<file path="src/rtl/rggen_host_if_axi4lite_buffered_if.sv">
// AXI4-Lite slave channels plus the flat register-bus command/response port.
interface rggen_host_if_axi4lite_buffered_if #(
  parameter int ADDRESS_WIDTH = 16,
  parameter int DATA_WIDTH    = 32
);
  localparam int STROBE_WIDTH = DATA_WIDTH / 8;

  logic                     awvalid;
  logic                     awready;
  logic [ADDRESS_WIDTH-1:0] awaddr;
  logic                     wvalid;
  logic                     wready;
  logic [DATA_WIDTH-1:0]    wdata;
  logic [STROBE_WIDTH-1:0]  wstrb;
  logic                     bvalid;
  logic                     bready;
  logic [1:0]               bresp;
  logic                     arvalid;
  logic                     arready;
  logic [ADDRESS_WIDTH-1:0] araddr;
  logic                     rvalid;
  logic                     rready;
  logic [DATA_WIDTH-1:0]    rdata;
  logic [1:0]               rresp;
  logic                     bus_request;
  logic                     bus_direction;
  logic [ADDRESS_WIDTH-1:0] bus_address;
  logic [DATA_WIDTH-1:0]    bus_write_data;
  logic [STROBE_WIDTH-1:0]  bus_strobe;
  logic                     bus_done;
  logic [DATA_WIDTH-1:0]    bus_read_data;
  logic [1:0]               bus_status;

  modport slave (
    input  awvalid, awaddr, wvalid, wdata, wstrb, bready, arvalid, araddr, rready,
    output awready, wready, bvalid, bresp, arready, rvalid, rdata, rresp,
    output bus_request, bus_direction, bus_address, bus_write_data, bus_strobe,
    input  bus_done, bus_read_data, bus_status
  );

  modport master (
    output awvalid, awaddr, wvalid, wdata, wstrb, bready, arvalid, araddr, rready,
    input  awready, wready, bvalid, bresp, arready, rvalid, rdata, rresp,
    input  bus_request, bus_direction, bus_address, bus_write_data, bus_strobe,
    output bus_done, bus_read_data, bus_status
  );
endinterface

</file>
<file path="src/rtl/rggen_host_if_axi4lite_buffered.sv">
// Buffered AXI4-Lite slave to flat register-bus bridge with write/read/round-robin
// arbitration and an optional bus-response timeout that answers SLVERR.
module rggen_host_if_axi4lite_buffered #(
  parameter int ADDRESS_WIDTH   = 16,
  parameter int DATA_WIDTH      = 32,
  parameter int ACCESS_PRIORITY = 0,
  parameter int TIMEOUT_CYCLES  = 0
) (
  input logic clk,
  input logic rst_n,
  rggen_host_if_axi4lite_buffered_if.slave port
);
  localparam int          STROBE_WIDTH   = DATA_WIDTH / 8;
  localparam bit          TIMEOUT_ENABLE = TIMEOUT_CYCLES != 0;
  localparam logic [16:0] TIMEOUT_LIMIT  = 17'(TIMEOUT_CYCLES);

  typedef enum logic [2:0] {IDLE, WR_BUSY, RD_BUSY, WAIT_B, WAIT_R} state_e;
  state_e state, state_next;

  logic                     aw_full, w_full, ar_full;
  logic [ADDRESS_WIDTH-1:0] aw_addr, ar_addr, cmd_address;
  logic [DATA_WIDTH-1:0]    w_data, cmd_write_data, rdata_q;
  logic [STROBE_WIDTH-1:0]  w_strb, cmd_strobe;
  logic                     cmd_direction, last_write;
  logic [1:0]               bresp_q, rresp_q;
  logic [16:0]              count;
  logic                     wr_pend, rd_pend, grant_wr, grant_rd;
  logic                     busy, done, timeout;

  assign wr_pend = aw_full && w_full;
  assign rd_pend = ar_full;
  assign busy    = (state == WR_BUSY) || (state == RD_BUSY);
  assign done    = busy && port.bus_done;
  assign timeout = TIMEOUT_ENABLE && busy && ((count + 17'd1) == TIMEOUT_LIMIT);

  always_comb begin
    grant_wr = 1'b0;
    grant_rd = 1'b0;
    if (state == IDLE) begin
      if (wr_pend && rd_pend) begin
        if (ACCESS_PRIORITY == 0)      grant_wr = 1'b1;
        else if (ACCESS_PRIORITY == 1) grant_rd = 1'b1;
        else if (last_write)           grant_rd = 1'b1;
        else                           grant_wr = 1'b1;
      end else begin
        grant_wr = wr_pend;
        grant_rd = rd_pend;
      end
    end
  end

  always_ff @(posedge clk) begin
    if (!rst_n) state <= IDLE;
    else        state <= state_next;
  end

  always_comb begin
    state_next = state;
    case (state)
      IDLE: begin
        if (grant_wr)      state_next = WR_BUSY;
        else if (grant_rd) state_next = RD_BUSY;
      end
      WR_BUSY: if (done || timeout) state_next = WAIT_B;
      RD_BUSY: if (done || timeout) state_next = WAIT_R;
      WAIT_B:  if (port.bready) state_next = IDLE;
      WAIT_R:  if (port.rready) state_next = IDLE;
      default: state_next = IDLE;
    endcase
  end

  always_comb begin
    port.bus_request = 1'b0;
    port.bvalid      = 1'b0;
    port.rvalid      = 1'b0;
    case (state)
      WR_BUSY, RD_BUSY: port.bus_request = 1'b1;
      WAIT_B:           port.bvalid      = 1'b1;
      WAIT_R:           port.rvalid      = 1'b1;
      default: ;
    endcase
  end

  // Buffers refill while the bus is busy; a grant empties them so ready returns next cycle.
  always_ff @(posedge clk) begin
    if (!rst_n) begin
      aw_full <= 1'b0;
      w_full  <= 1'b0;
      ar_full <= 1'b0;
      aw_addr <= '0;
      ar_addr <= '0;
      w_data  <= '0;
      w_strb  <= '0;
    end else begin
      if (grant_wr) begin
        aw_full <= 1'b0;
        w_full  <= 1'b0;
      end else begin
        if (port.awvalid && !aw_full) begin
          aw_full <= 1'b1;
          aw_addr <= port.awaddr;
        end
        if (port.wvalid && !w_full) begin
          w_full <= 1'b1;
          w_data <= port.wdata;
          w_strb <= port.wstrb;
        end
      end
      if (grant_rd) begin
        ar_full <= 1'b0;
      end else if (port.arvalid && !ar_full) begin
        ar_full <= 1'b1;
        ar_addr <= port.araddr;
      end
    end
  end

  always_ff @(posedge clk) begin
    if (!rst_n) begin
      cmd_direction  <= 1'b0;
      cmd_address    <= '0;
      cmd_write_data <= '0;
      cmd_strobe     <= '0;
      last_write     <= 1'b0;
    end else if (grant_wr) begin
      cmd_direction  <= 1'b1;
      cmd_address    <= aw_addr;
      cmd_write_data <= w_data;
      cmd_strobe     <= w_strb;
      last_write     <= 1'b1;
    end else if (grant_rd) begin
      cmd_direction  <= 1'b0;
      cmd_address    <= ar_addr;
      last_write     <= 1'b0;
    end
  end

  // bus_done takes precedence over a timeout landing in the same cycle.
  always_ff @(posedge clk) begin
    if (!rst_n) begin
      count   <= '0;
      bresp_q <= '0;
      rresp_q <= '0;
      rdata_q <= '0;
    end else begin
      if (grant_wr || grant_rd) count <= '0;
      else if (busy)            count <= count + 17'd1;
      if ((state == WR_BUSY) && (done || timeout)) begin
        bresp_q <= done ? port.bus_status : 2'b10;
      end
      if ((state == RD_BUSY) && (done || timeout)) begin
        rresp_q <= done ? port.bus_status : 2'b10;
        rdata_q <= done ? port.bus_read_data : '0;
      end
    end
  end

  assign port.awready        = !aw_full;
  assign port.wready         = !w_full;
  assign port.arready        = !ar_full;
  assign port.bresp          = bresp_q;
  assign port.rresp          = rresp_q;
  assign port.rdata          = rdata_q;
  assign port.bus_direction  = cmd_direction;
  assign port.bus_address    = cmd_address;
  assign port.bus_write_data = cmd_write_data;
  assign port.bus_strobe     = cmd_strobe;
endmodule

</file>
<file path="src/flat_wrapper.sv">
// flat-port wrapper written by rule: the top's interface ports become plain ports
module rggen_host_if_axi4lite_buffered_flat 
#(
  parameter int ADDRESS_WIDTH   = 16,
  parameter int DATA_WIDTH      = 32,
  parameter int ACCESS_PRIORITY = 0,
  parameter int TIMEOUT_CYCLES  = 0
)
  (clk, rst_n, port_awvalid, port_awaddr, port_wvalid, port_wdata, port_wstrb, port_bready, port_arvalid, port_araddr, port_rready, port_awready, port_wready, port_bvalid, port_bresp, port_arready, port_rvalid, port_rdata, port_rresp, port_bus_request, port_bus_direction, port_bus_address, port_bus_write_data, port_bus_strobe, port_bus_done, port_bus_read_data, port_bus_status);
  rggen_host_if_axi4lite_buffered_if #(.ADDRESS_WIDTH(ADDRESS_WIDTH), .DATA_WIDTH(DATA_WIDTH)) port_i ();
  input logic clk;
  input logic rst_n;
  input wire logic [$bits(port_i.awvalid)-1:0] port_awvalid;
  input wire logic [$bits(port_i.awaddr)-1:0] port_awaddr;
  input wire logic [$bits(port_i.wvalid)-1:0] port_wvalid;
  input wire logic [$bits(port_i.wdata)-1:0] port_wdata;
  input wire logic [$bits(port_i.wstrb)-1:0] port_wstrb;
  input wire logic [$bits(port_i.bready)-1:0] port_bready;
  input wire logic [$bits(port_i.arvalid)-1:0] port_arvalid;
  input wire logic [$bits(port_i.araddr)-1:0] port_araddr;
  input wire logic [$bits(port_i.rready)-1:0] port_rready;
  output wire logic [$bits(port_i.awready)-1:0] port_awready;
  output wire logic [$bits(port_i.wready)-1:0] port_wready;
  output wire logic [$bits(port_i.bvalid)-1:0] port_bvalid;
  output wire logic [$bits(port_i.bresp)-1:0] port_bresp;
  output wire logic [$bits(port_i.arready)-1:0] port_arready;
  output wire logic [$bits(port_i.rvalid)-1:0] port_rvalid;
  output wire logic [$bits(port_i.rdata)-1:0] port_rdata;
  output wire logic [$bits(port_i.rresp)-1:0] port_rresp;
  output wire logic [$bits(port_i.bus_request)-1:0] port_bus_request;
  output wire logic [$bits(port_i.bus_direction)-1:0] port_bus_direction;
  output wire logic [$bits(port_i.bus_address)-1:0] port_bus_address;
  output wire logic [$bits(port_i.bus_write_data)-1:0] port_bus_write_data;
  output wire logic [$bits(port_i.bus_strobe)-1:0] port_bus_strobe;
  input wire logic [$bits(port_i.bus_done)-1:0] port_bus_done;
  input wire logic [$bits(port_i.bus_read_data)-1:0] port_bus_read_data;
  input wire logic [$bits(port_i.bus_status)-1:0] port_bus_status;
  assign port_i.awvalid = port_awvalid;
  assign port_i.awaddr = port_awaddr;
  assign port_i.wvalid = port_wvalid;
  assign port_i.wdata = port_wdata;
  assign port_i.wstrb = port_wstrb;
  assign port_i.bready = port_bready;
  assign port_i.arvalid = port_arvalid;
  assign port_i.araddr = port_araddr;
  assign port_i.rready = port_rready;
  assign port_awready = port_i.awready;
  assign port_wready = port_i.wready;
  assign port_bvalid = port_i.bvalid;
  assign port_bresp = port_i.bresp;
  assign port_arready = port_i.arready;
  assign port_rvalid = port_i.rvalid;
  assign port_rdata = port_i.rdata;
  assign port_rresp = port_i.rresp;
  assign port_bus_request = port_i.bus_request;
  assign port_bus_direction = port_i.bus_direction;
  assign port_bus_address = port_i.bus_address;
  assign port_bus_write_data = port_i.bus_write_data;
  assign port_bus_strobe = port_i.bus_strobe;
  assign port_i.bus_done = port_bus_done;
  assign port_i.bus_read_data = port_bus_read_data;
  assign port_i.bus_status = port_bus_status;
  rggen_host_if_axi4lite_buffered #(.ADDRESS_WIDTH(ADDRESS_WIDTH), .DATA_WIDTH(DATA_WIDTH), .ACCESS_PRIORITY(ACCESS_PRIORITY), .TIMEOUT_CYCLES(TIMEOUT_CYCLES)) u_core (.clk(clk), .rst_n(rst_n), .port(port_i));
endmodule
</file>
<file path="config.mk">
export PLATFORM = sky130hd
export DESIGN_NAME = rggen_host_if_axi4lite_buffered_flat
export DESIGN_NICKNAME = d
export VERILOG_FILES = /design/src/rtl/rggen_host_if_axi4lite_buffered_if.sv /design/src/rtl/rggen_host_if_axi4lite_buffered.sv /design/src/flat_wrapper.sv
export SDC_FILE = /design/constraint.sdc
export NUM_CORES = 1
export LEC_CHECK = 0
export CORE_UTILIZATION = 55
export CTS_BUF_LIST = sky130_fd_sc_hd__clkbuf_16
export CTS_CLUSTER_SIZE = 20
export DETAILED_ROUTE_END_ITERATION = 8
export DONT_BUFFER_PORTS = 1
export GPL_TIMING_DRIVEN = 0
export PLACE_DENSITY = 0.7
export SYNTH_ARGS = -nofsm -noshare
export SYNTH_HDL_FRONTEND = slang
export SYNTH_SLANG_ARGS = --single-unit
</file>
<file path="constraint.sdc">
create_clock -name clk -period 3.1 [get_ports clk]
set_input_delay 0.31 -clock clk [delete_from_list [all_inputs] [get_ports clk]]
set_output_delay 0.31 -clock clk [all_outputs]
set_load 0.03 [all_outputs]
</file>
-- Word level (Yosys, flattened, before mapping)
Index checks and enable logic that the tools add are counted.
- flip-flop bits (word level): 163
- latch bits: 0
- RAM bits: 0
- memory bits (read-only): 0
- input port bits: 110
- output and inout port bits: 95
- word-level logic and storage cells: 68
- memories kept: 0
- $add $sub $neg: 0
- $mul: 0
- div/mod/pow operators: 0
- order comparisons: 0
- equal/unequal tests: 9
- shift-type cells: 0
- muxes and demuxes: 20
- bitwise logic cells: 3
- reductions and logical operators: 21
- operator list (kind ; number):
    16-bit 2-to-1 mux ; 2
    32-bit 2-to-1 mux ; 1
    3-bit 2-to-1 mux ; 6
    3-bit one-hot mux with 5 select lines ; 1
    1-bit 2-to-1 mux ; 9
    1-bit logical AND ; 8
    3-bit by 2-bit == test with 1-bit output (second input constant) ; 2
    2-bit AND reduction ; 3
    2-bit OR reduction ; 3
    5-bit AND reduction ; 1
    2-bit by 1-bit != test with 1-bit output (second input constant) ; 2
    2-bit != test (second input constant) ; 2
    3-bit by 1-bit == test with 1-bit output (second input constant) ; 1
    3-bit == test (second input constant) ; 1
    1-bit logical NOT ; 3
    3-bit logical NOT ; 1
    3-bit by 1-bit != test with 1-bit output (second input constant) ; 1
    1-bit inverter ; 3
    2-bit 2-to-1 mux ; 1
    2-bit nonzero test ; 1
    1-bit logical OR ; 1

-- Depth between registers and ports, before layout
Gate-level depths: netlist of run 1.
- depth after elaboration: 7
- mapped depth: 7
- mapped depth without buffers: 4

-- Worst setup path after synthesis of run 1
Ideal clock, no wire load.
- kind: reg-to-reg
- from: reg u_core.state[1]
- to: reg u_core.state[0]
- setup time: 119 ps
- arrival time: 1817 ps
- required time: 2981 ps
- setup slack: 1164 ps
- stages on the path, launching flop included: 6
- buffers on the path: 1
- period minus slack after synthesis: 1936 ps
- cell sequence: dfxtp_1 buf_6 nor3b_1 nor2b_1 a211oi_1 o221a_2
- word-level cells in the longest chain between the ends: 5
- elaborated cells on any way between the ends: 17
- classes of those cells: eq/ne (9); mux (4); reduce/logical (4)
- RTL lines (element ; RTL line ; source):
    from (decl) ; rggen_host_if_axi4lite_buffered.sv:18 ; state_e state, state_next;
    from (signal assigned) ; rggen_host_if_axi4lite_buffered.sv:54 ; else state <= state_next;
    3-bit by 1-bit == test with 1-bit output or 3-bit by 2-bit == test with 1-bit output (tied branches) ; rggen_host_if_axi4lite_buffered.sv:32, rggen_host_if_axi4lite_buffered.sv:59 ;
    1-bit logical OR ; rggen_host_if_axi4lite_buffered.sv:32 ; assign busy = (state == WR_BUSY) || (state == RD_BUSY);
    1-bit logical AND ; rggen_host_if_axi4lite_buffered.sv:33 ; assign done = busy && port.bus_done;
    2-bit by 1-bit != test with 1-bit output (no source line) ; n/a ;
    5-bit AND reduction (no source line) ; n/a ;
Several ways; a longest one is shown, not always the timed one.
A chain may end at the register's enable or synchronous reset.

-- Worst setup path in the final report of run 1
- from: reg u_core.state[2]
- to: reg u_core.state[0]
The elaborated chain is that of the path after synthesis.

==> impl_metrics.tcl, run 1 <==
set metrics [dict create \
    grt_first_pass_wirelength_um 22500 \
    power_frac_comb_pct 14.6 \
    wl_per_cell_um 16.4 \
    ys_seq_area_share_pct 50.5 \
    synth-seq-cells 163 \
    critical_path_peak_fanout 6 \
    crit_buf_inv 0 \
    tightest_slew_ps 1070 \
    synthArstFlopShare_pct 0 \
    p_int_w 0.00401 \
    die-width_um 110 \
    fin_crit_ps 2140 \
    post_cts_buffers 0 \
    peakVddDrop_mv 0.438 \
    worstPathCellList "nor3b_1 > nor2b_1 > a211oi_1 > o221a_2" \
    yosys_warnings 0 \
    fin_tns_setup_ps 0 \
    crit_type "flip-flop to flip-flop" \
    p_switching_w 0.00168 \
    io_pins 205 \
    clk_latency_ps 420 \
    ys_types 37 \
    p_leak_nw 2.77 \
    num_vias 5010 \
    dp_cells 889 \
    numCtsBuffers 17 \
    grt_pass1_vias 4583 \
    syn_area_um2 6460 \
    synth_ff_type "dfxtp_1" \
    final_nets 877 \
    max_clock_freq_mhz 467 \
    clockPowerShare_pct 38.5 \
    place.port_buffers 0 \
    swShare_pct 29.5 \
    critPathArrivalTime_ps 2450 \
    relSlewSlack_pct 28.4 \
    synth_largest_area_cell "dfxtp_1" \
    rsz0062_at_grt "no" \
    slew_violations 0 \
    design.die.area_um2 12200 \
    end_kind "flip-flop" \
    p_per_area_nw_per_um2 781 \
    gp_congestion 0.781 \
    synth_enable_flop_cells 0 \
    setup-violations-final 0 \
    firstDrtPassIters 4 \
    drc 0 \
    dp_hpwl_um 11200 \
    final_area_um2 7280 \
    power_w 0.00568 \
    via_per_inst 5.43 \
    max_stage_delay_ps 890 \
    p_seq_share_pct 46.9 \
    utilization_pct 63.7 \
    clkSinkCount 163 \
    cts_resized 0 \
    slowest_stage "nor3b_1" \
    syn-num-nets 856 \
    track_usage_pct 24.9 \
    grt_max_degree 17 \
    htreeDepth 4 \
    yosys-top-cells-area "dfxtp_1 (51%), nand2_1 (16%), a21boi_0 (12%), a21boi_2 (5.2%), o211a_1 (2.3%)" \
    clk_pin_slew_worst_paths_ps 60 \
    drv_cap 0 \
    final_antenna_net_count 0 \
    hold_path.class "input port to flip-flop" \
    period_share_pct 69.0 \
    placed_cell_area_um2 6640 \
    drtIter0Drc 229 \
    hold_viol_final 0 \
    clk_path_buf_depth 2 \
    syn_inst 746 \
    start_kind "flip-flop" \
    synthToLayoutAreaGrowth_pct 12.6 \
    crit_family "simple AND/OR/NAND/NOR gates" \
    num_antenna_cells 0 \
    ys_top_cells_by_count "nand2_1 (281), dfxtp_1 (163), a21boi_0 (103), a21boi_2 (30), clkbuf_1 (30)" \
    wl_um 15100 \
    cts_root_buf "clkbuf_16" \
    grt-ovfl-total 0 \
    antenna_found_initial 1 \
    syn_area_per_cell_um2 8.66 \
    yosysTopAreaCellShare_pct 50.5 \
    outcome "completed" \
    cts_tree "built" \
    synth_most_common_cell "nand2_1" \
    skew_ps 10.4 \
    critPathRequiredTime_ps 3410 \
    core_um2 11400 \
    die-height_um 110 \
    instances_no_fill 922 \
    start_util_pct 56.6 \
    layout-drive-gt1-share_pct 11.4 \
    num_rows 39 \
]
-- state kept, by name (all words and copies together), names as in the netlist --
signal and flops:
u_core.port.bus_write_data 32, u_core.port.rdata 32, u_core.w_data 32, u_core.ar_addr 16, u_core.aw_addr 16, u_core.port.bus_address 16
u_core.port.bus_strobe 4, u_core.w_strb 4, u_core.state 3, u_core.port.bresp 2, u_core.port.rresp 2, u_core.ar_full 1
u_core.aw_full 1, u_core.port.bus_direction 1, u_core.w_full 1
-- power by group through the flow --
| stage | registers (W) | clock network [W] | logic [W] |
|---|---|---|---|
| 2_1_floorplan | 0.00267 | 0 | 0.000650 |
| 3_3_place_gp | 0.00270 | 0 | 0.000797 |
| 3_5_place_dp | 0.00271 | 0 | 0.000828 |
| 4_1_cts | 0.00267 | 0.00223 | 0.000833 |
| 5_1_grt | 0.00269 | 0.00231 | 0.000929 |
| 6_report | 0.00267 | 0.00219 | 0.000829 |
-- placed cells by master (no fill, tap or decap), types with 6 or more instances in the layout --
cell type / Yosys / layout
dfxtp_1: 163 / 163
clkbuf_1: 30 / 30
clkbuf_16: 0 / 17
a21boi_2: 30 / 30
nor2b_1: 6 / 6
nand2_1: 281 / 281
o21ai_0: 19 / 19
nor3_1: 16 / 16
a21boi_0: 103 / 103
a21boi_1: 8 / 8
o211a_1: 15 / 15
nor2_1: 21 / 21
buf_2: 15 / 15
-- worst reg2reg max path, stage by stage, from the launching register on --
cell and delay (ps):
dfxtp_1 430, nor3b_1 890, nor2b_1 370, a211oi_1 90, o221a_2 250
-- timing repair --
action	CTS	global route
hold buffers	2	0
hold endpoints to repair	2	0
endpoints found under the setup margin	0	0
-- kinds of logic after synthesis --
family,Yosys count,share of synthesized area (%)
xor gates and xnor gates,1,0.136
and+or+nand+nor,336,21.0
DFF,163,50.5
buffers and inverters,59,4.76
AOI/OAI and AO/OA,184,23.1
muxes,3,0.484
-- area by class of cell --
class / count / area (µm²)
fill: 1007 / 4140
multi-input combinational: 524 / 2890
buffer: 54 / 289
clock inverter: 14 / 193
inverter: 5 / 18.8
clock buffer: 17 / 425
timing repair buffer: 2 / 20.0
sequential: 163 / 3260
tap: 143 / 179
-- stage by stage --
step | worst slack, ps | hold WS [ps]
floorplan | 1160 | 426
global placement | 987 | 435
detailed placement | 937 | 437
CTS | 925 | 5.99
global route | 836 | 9.42
finish | 960 | 23.0
-- final timing paths --
kind / startpoint / to / slack, ps / cells past startpoint
max reg2reg: u_core.state[2] / u_core.state[0] / 960 / 4
min: port_araddr[9] / u_core.ar_addr[9] / 20 / 2
min reg2reg: u_core.ar_addr[14] / u_core.ar_addr[14] / 460 / 2
max: u_core.state[2] / u_core.state[0] / 960 / 4
-- per-layer routing --
metal	track usage, %	up-vias	wire length (µm)
met1	28.2	2327	6180
met2	41.1	169	7240
met3	10.3	23	1430
li1	-	2489	-
met5	0	-	12
met4	10.6	2	262
(Power assumes the default switching activity.)
==> run 2, diff against run 1 <==
Clock period 3.1 ns to 2.07 ns, I/O delays scaled along.
==> impl_metrics.tcl, run 2 (same netlist as run 1, synthesis figures left out) <==
set metrics [dict create \
    outcome "completed" \
    rr_worst_depth 5 \
    num_antenna_cells 0 \
    crit_family "buffers and inverters" \
    num_rows 39 \
    p_per_area_nw_per_um2 1050 \
    hold_viol_final 0 \
    cts_tree "built" \
    clkSinkCount 163 \
    drv_cap 0 \
    layout_setup_ws_ps 246 \
    num_vias 5515 \
    die-width_um 110 \
    period_share_pct 88.1 \
    slew_violations 0 \
    timing.rr.start "u_core.w_full" \
    grt-ovfl-total 0 \
    worstPathCellList "inv_1 > nand2_1 > clkbuf_1 > nand2_1 > a21boi_0" \
    utilization_pct 72.7 \
    final_common_cell "nand2_1" \
    drtIter0Drc 251 \
    final_nets 979 \
    layout_common_cells "nand2_1 (281), dfxtp_1 (163), dlygate4sd3_1 (104), a21boi_0 (103)" \
    instances_no_fill 1024 \
    wl_um 16800 \
    regArea_um2 3260 \
    numCtsBuffers 17 \
    layout-drive-gt1-share_pct 10.2 \
    critPathArrivalTime_ps 2160 \
    hp-start "port_rready" \
    grt_max_degree 17 \
    rsz0062_at_grt "no" \
    reg2reg_slack_ps 250 \
    synthToLayoutAreaGrowth_pct 28.5 \
    worstHoldPathCells 2 \
    drc 0 \
    htreeDepth 4 \
    setup-violations-final 0 \
    peakVddDrop_mv 0.674 \
    slowest_stage "clkbuf_1" \
    relSlewSlack_pct 58.9 \
    crit_path_frequent_cell "nand2_1" \
    dp_cells 889 \
    die-height_um 110 \
    start_util_pct 56.6 \
    timing.hold.ws_ps 50.9 \
    gp_congestion 0.781 \
    grt_first_pass_wirelength_um 25100 \
    wl_per_cell_um 16.4 \
    skew_ps 7.85 \
    design.die.area_um2 12200 \
    grt_pass1_vias 5314 \
    final_antenna_net_count 0 \
    via_per_inst 5.39 \
    firstDrtPassIters 5 \
    post_cts_buffers 0 \
    tightest_slew_ps 616 \
    core_um2 11400 \
    antenna_found_initial 1 \
    multiInputGateArea_um2 2900 \
    max_stage_delay_ps 440 \
    max_clock_freq_mhz 548 \
    cts_root_buf "clkbuf_16" \
    start_kind "flip-flop" \
    fin_crit_ps 1820 \
    crit_buf_inv 2 \
    hold_end "u_core.state[2]" \
    io_pins 205 \
    dp_hpwl_um 11200 \
    crit_type "flip-flop to flip-flop" \
    hold_path.class "input port to flip-flop" \
    place.port_buffers 0 \
    regToRegEndpoint "u_core.w_data[18]" \
    critPathRequiredTime_ps 2410 \
    clk_latency_ps 420 \
    clk_path_buf_depth 2 \
    nFillCells 866 \
    critical_path_peak_fanout 10 \
    p_leak_nw 3.20 \
    end_kind "flip-flop" \
    clk_pin_slew_worst_paths_ps 60 \
    track_usage_pct 27.6 \
    dpl_worst_slack_ps -93.0 \
]
run 2: metrics by stage:
stage / instance area, µm² / TNS (ps) / power (W)
after global routing: 8300 / 0 / 0.00907
after global placement: 6640 / -81.0 / 0.00524
after CTS: 8300 / 0 / 0.00874
after floorplan: 6460 / 0 / 0.00497
after detailed placement: 6640 / -170 / 0.00530
final: 8300 / 0 / 0.00871
run 2: layout make-up:
| class | count | area share (%) |
|---|---|---|
| flip-flops and latches | 163 | 39.3 |
| multi-input cells | 524 | 34.9 |
| repair buffers | 104 | 12.5 |
| clock buffers | 17 | 5.12 |
| plain buffers | 54 | 3.48 |
| clock inverters | 14 | 2.32 |
| well taps | 143 | 2.15 |
| inverters | 5 | 0.226 |
run 2: worst max-delay path by stage:
stage,startpoint,endpoint,cells past startpoint
detailed placement,u_core.state[1],u_core.state[0],5
floorplan,u_core.state[1],u_core.state[0],5
global placement,u_core.state[1],u_core.state[0],5
global route,u_core.w_full,u_core.w_data[20],5
CTS,u_core.state[2],u_core.state[0],4
finish,u_core.w_full,u_core.w_data[18],5
run 2: timing repair:
| item | in CTS | in global routing |
|---|---|---|
| gates resized for setup | 1 | 0 |
| endpoints found under the hold margin | 106 | 0 |
| hold buffers | 104 | 0 |
| endpoints found under the setup margin | 2 | 0 |
run 2: routing by layer:
| metal | track usage, % | wire length, µm | part of all wire [%] |
|---|---|---|---|
| met1 | 30.5 | 6740 | 40 |
| met2 | 47.9 | 8240 | 49 |
| met3 | 9.58 | 1370 | 8.2 |
| met4 | 11.7 | 410 | 2.4 |
| met5 | 0 | 15 | 0.089 |
run 2: power breakdown:
part / total, W / leakage [nW] / switching [W] / internal, W
Combinational: 0.00142 / 1.56 / 0.000830 / 0.000593
Sequential: 0.00400 / 1.33 / 0.000567 / 0.00343
Clock: 0.00329 / 0.302 / 0.00119 / 0.00210
Total: 0.00871 / 3.20 / 0.00259 / 0.00613
==> run 3, diff against run 2 <==
Settings changed: GPL_TIMING_DRIVEN 0 to not set, MAX_ROUTING_LAYER set to met4, PLACE_DENSITY 0.7 to not set, PLACE_DENSITY_LB_ADDON set to 0.08.
==> impl_metrics.tcl, run 3 (same netlist as run 1, synthesis figures left out) <==
set metrics [dict create \
    instances_no_fill 1018 \
    num_antenna_cells 0 \
    critPathLaunch "u_core.w_full" \
    worstHoldPathCells 3 \
    dp_cells 849 \
    drv_cap 0 \
    layout-drive-gt1-share_pct 9.60 \
    grt-ovfl-total 0 \
    clk_path_buf_depth 2 \
    track_usage_pct 27.9 \
    hold_path.class "input port to flip-flop" \
    power_w 0.00846 \
    grt_pass1_vias 5363 \
    relSlewSlack_pct 58.6 \
    cts_root_buf "clkbuf_16" \
    num_rows 39 \
    gp_congestion 0.857 \
    num_vias 5440 \
    utilization_pct 74.0 \
    period_share_pct 95.9 \
    regToRegEndpoint "u_core.w_data[19]" \
    drc 0 \
    clk_pin_slew_worst_paths_ps 60 \
    dp_hpwl_um 9390 \
    core_um2 11400 \
    die-height_um 110 \
    start_util_pct 56.6 \
    final_common_cell "nand2_1" \
    end_kind "flip-flop" \
    design.die.area_um2 12200 \
    skew_ps 4.59 \
    max_stage_delay_ps 600 \
    grt_max_degree 132 \
    rr_worst_depth 6 \
    crit_buf_inv 3 \
    setup-violations-final 0 \
    drtIter0Drc 274 \
    slew_violations 0 \
    crit_path_end "u_core.w_data[19]" \
    p_leak_nw 3.30 \
    p_per_area_nw_per_um2 1000 \
    crit_family "buffers and inverters" \
    io_pins 205 \
    fin_tns_setup_ps 0 \
    firstDrtPassIters 4 \
    critPathArrivalTime_ps 2340 \
    clkSinkCount 163 \
    peakVddDrop_mv 0.633 \
    final_antenna_net_count 0 \
    crit_type "flip-flop to flip-flop" \
    die-width_um 110 \
    post_cts_buffers 0 \
    worstPathCellList "clkinvlp_4 > nand2_1 > buf_4 > nand2_1 > a21boi_0 > dlygate4sd3_1" \
    outcome "completed" \
    cts_tree "built" \
    rsz0062_at_grt "no" \
    numCtsBuffers 17 \
    critical_path_peak_fanout 19 \
    clk_latency_ps 420 \
    wl_um 16300 \
    synthToLayoutAreaGrowth_pct 30.8 \
    place.port_buffers 0 \
    timing.hold.ws_ps 162 \
    crit_path_frequent_cell "nand2_1" \
    critical_path_depth 6 \
    reg2reg_slack_ps 90 \
    wl_per_cell_um 16.0 \
    final_nets 972 \
    max_clock_freq_mhz 504 \
    critPathRequiredTime_ps 2430 \
    layout_common_cells "nand2_1 (279), dfxtp_1 (160), dlygate4sd3_1 (136), a21boi_0 (103), a21boi_2 (30)" \
    timing.rr.start "u_core.w_full" \
    tightest_slew_ps 618 \
    hold_viol_final 0 \
    grt_first_pass_wirelength_um 25000 \
    via_per_inst 5.34 \
    slowest_stage "dlygate4sd3_1" \
    htreeDepth 4 \
    fin_crit_ps 1980 \
    antenna_found_initial 0 \
    start_kind "flip-flop" \
]
==> run 3: changes by cell type in the layout (fill, tap and decap cells not counted), sizes merged <==
cell         change
dlygate4sd3     +32
clkbuf          -30
buf              -9
clkinvlp         +3
bufinv           -2
==> run 3: worst min-delay path: stages <==
cell and delay (ps):
nor2b_1 170, nand2_1 80, a21boi_0 60
==> run 3: cell type report <==
| cell class | instances | area [µm²] |
|---|---|---|
| multi-input cells | 524 | 2900 |
| fillers | 851 | 2970 |
| flip-flops and latches | 163 | 3270 |
| inverters | 5 | 22.5 |
| well taps | 143 | 179 |
| clock buffers | 17 | 425 |
| clock inverters | 15 | 148 |
| repair buffers | 151 | 1510 |
==> run 3: power by group <==
| group | internal [W] | switching [W] |
|---|---|---|
| Clock | 0.00186 | 0.00119 |
| Sequential | 0.00343 | 0.000590 |
| Combinational | 0.000621 | 0.000765 |
| Total | 0.00591 | 0.00255 |
==> run 3: worst min path at each step <==
stage	slack, ps	endpoint	startpoint
after global placement	330	u_core.aw_full	port_awvalid
after floorplan	320	u_core.aw_full	port_awvalid
final	160	u_core.aw_addr[4]	port_awvalid
after CTS	150	u_core.aw_addr[3]	port_awvalid
after detailed placement	330	u_core.aw_full	port_awvalid
after global routing	170	u_core.aw_addr[3]	port_awvalid
==> run 3: layer usage <==
| layer | up-vias | wire, µm | global-route usage (%) |
|---|---|---|---|
| li1 | 2676 | - | - |
| met1 | 2552 | 6750 | 30.8 |
| met2 | 173 | 7950 | 46.5 |
| met3 | 39 | 1170 | 7.76 |
| met4 | 0 | 462 | 13.0 |
| met5 | - | 0 | - |
==> run 3: timing repair <==
item / in CTS / in global routing
hold endpoints to repair: 163 / 0
endpoints found under the setup margin: 0 / 20
gates resized for setup: 0 / 8
hold buffers: 137 / 0
==> run 3: per-stage QoR <==
step                      cell area (µm²)  worst slack (ps)
after floorplan                      6460               134
after CTS                            8430              31.1
after global placement               6470               473
after detailed placement             6470               411
final                                8450              85.2
after global routing                 8450              1.03
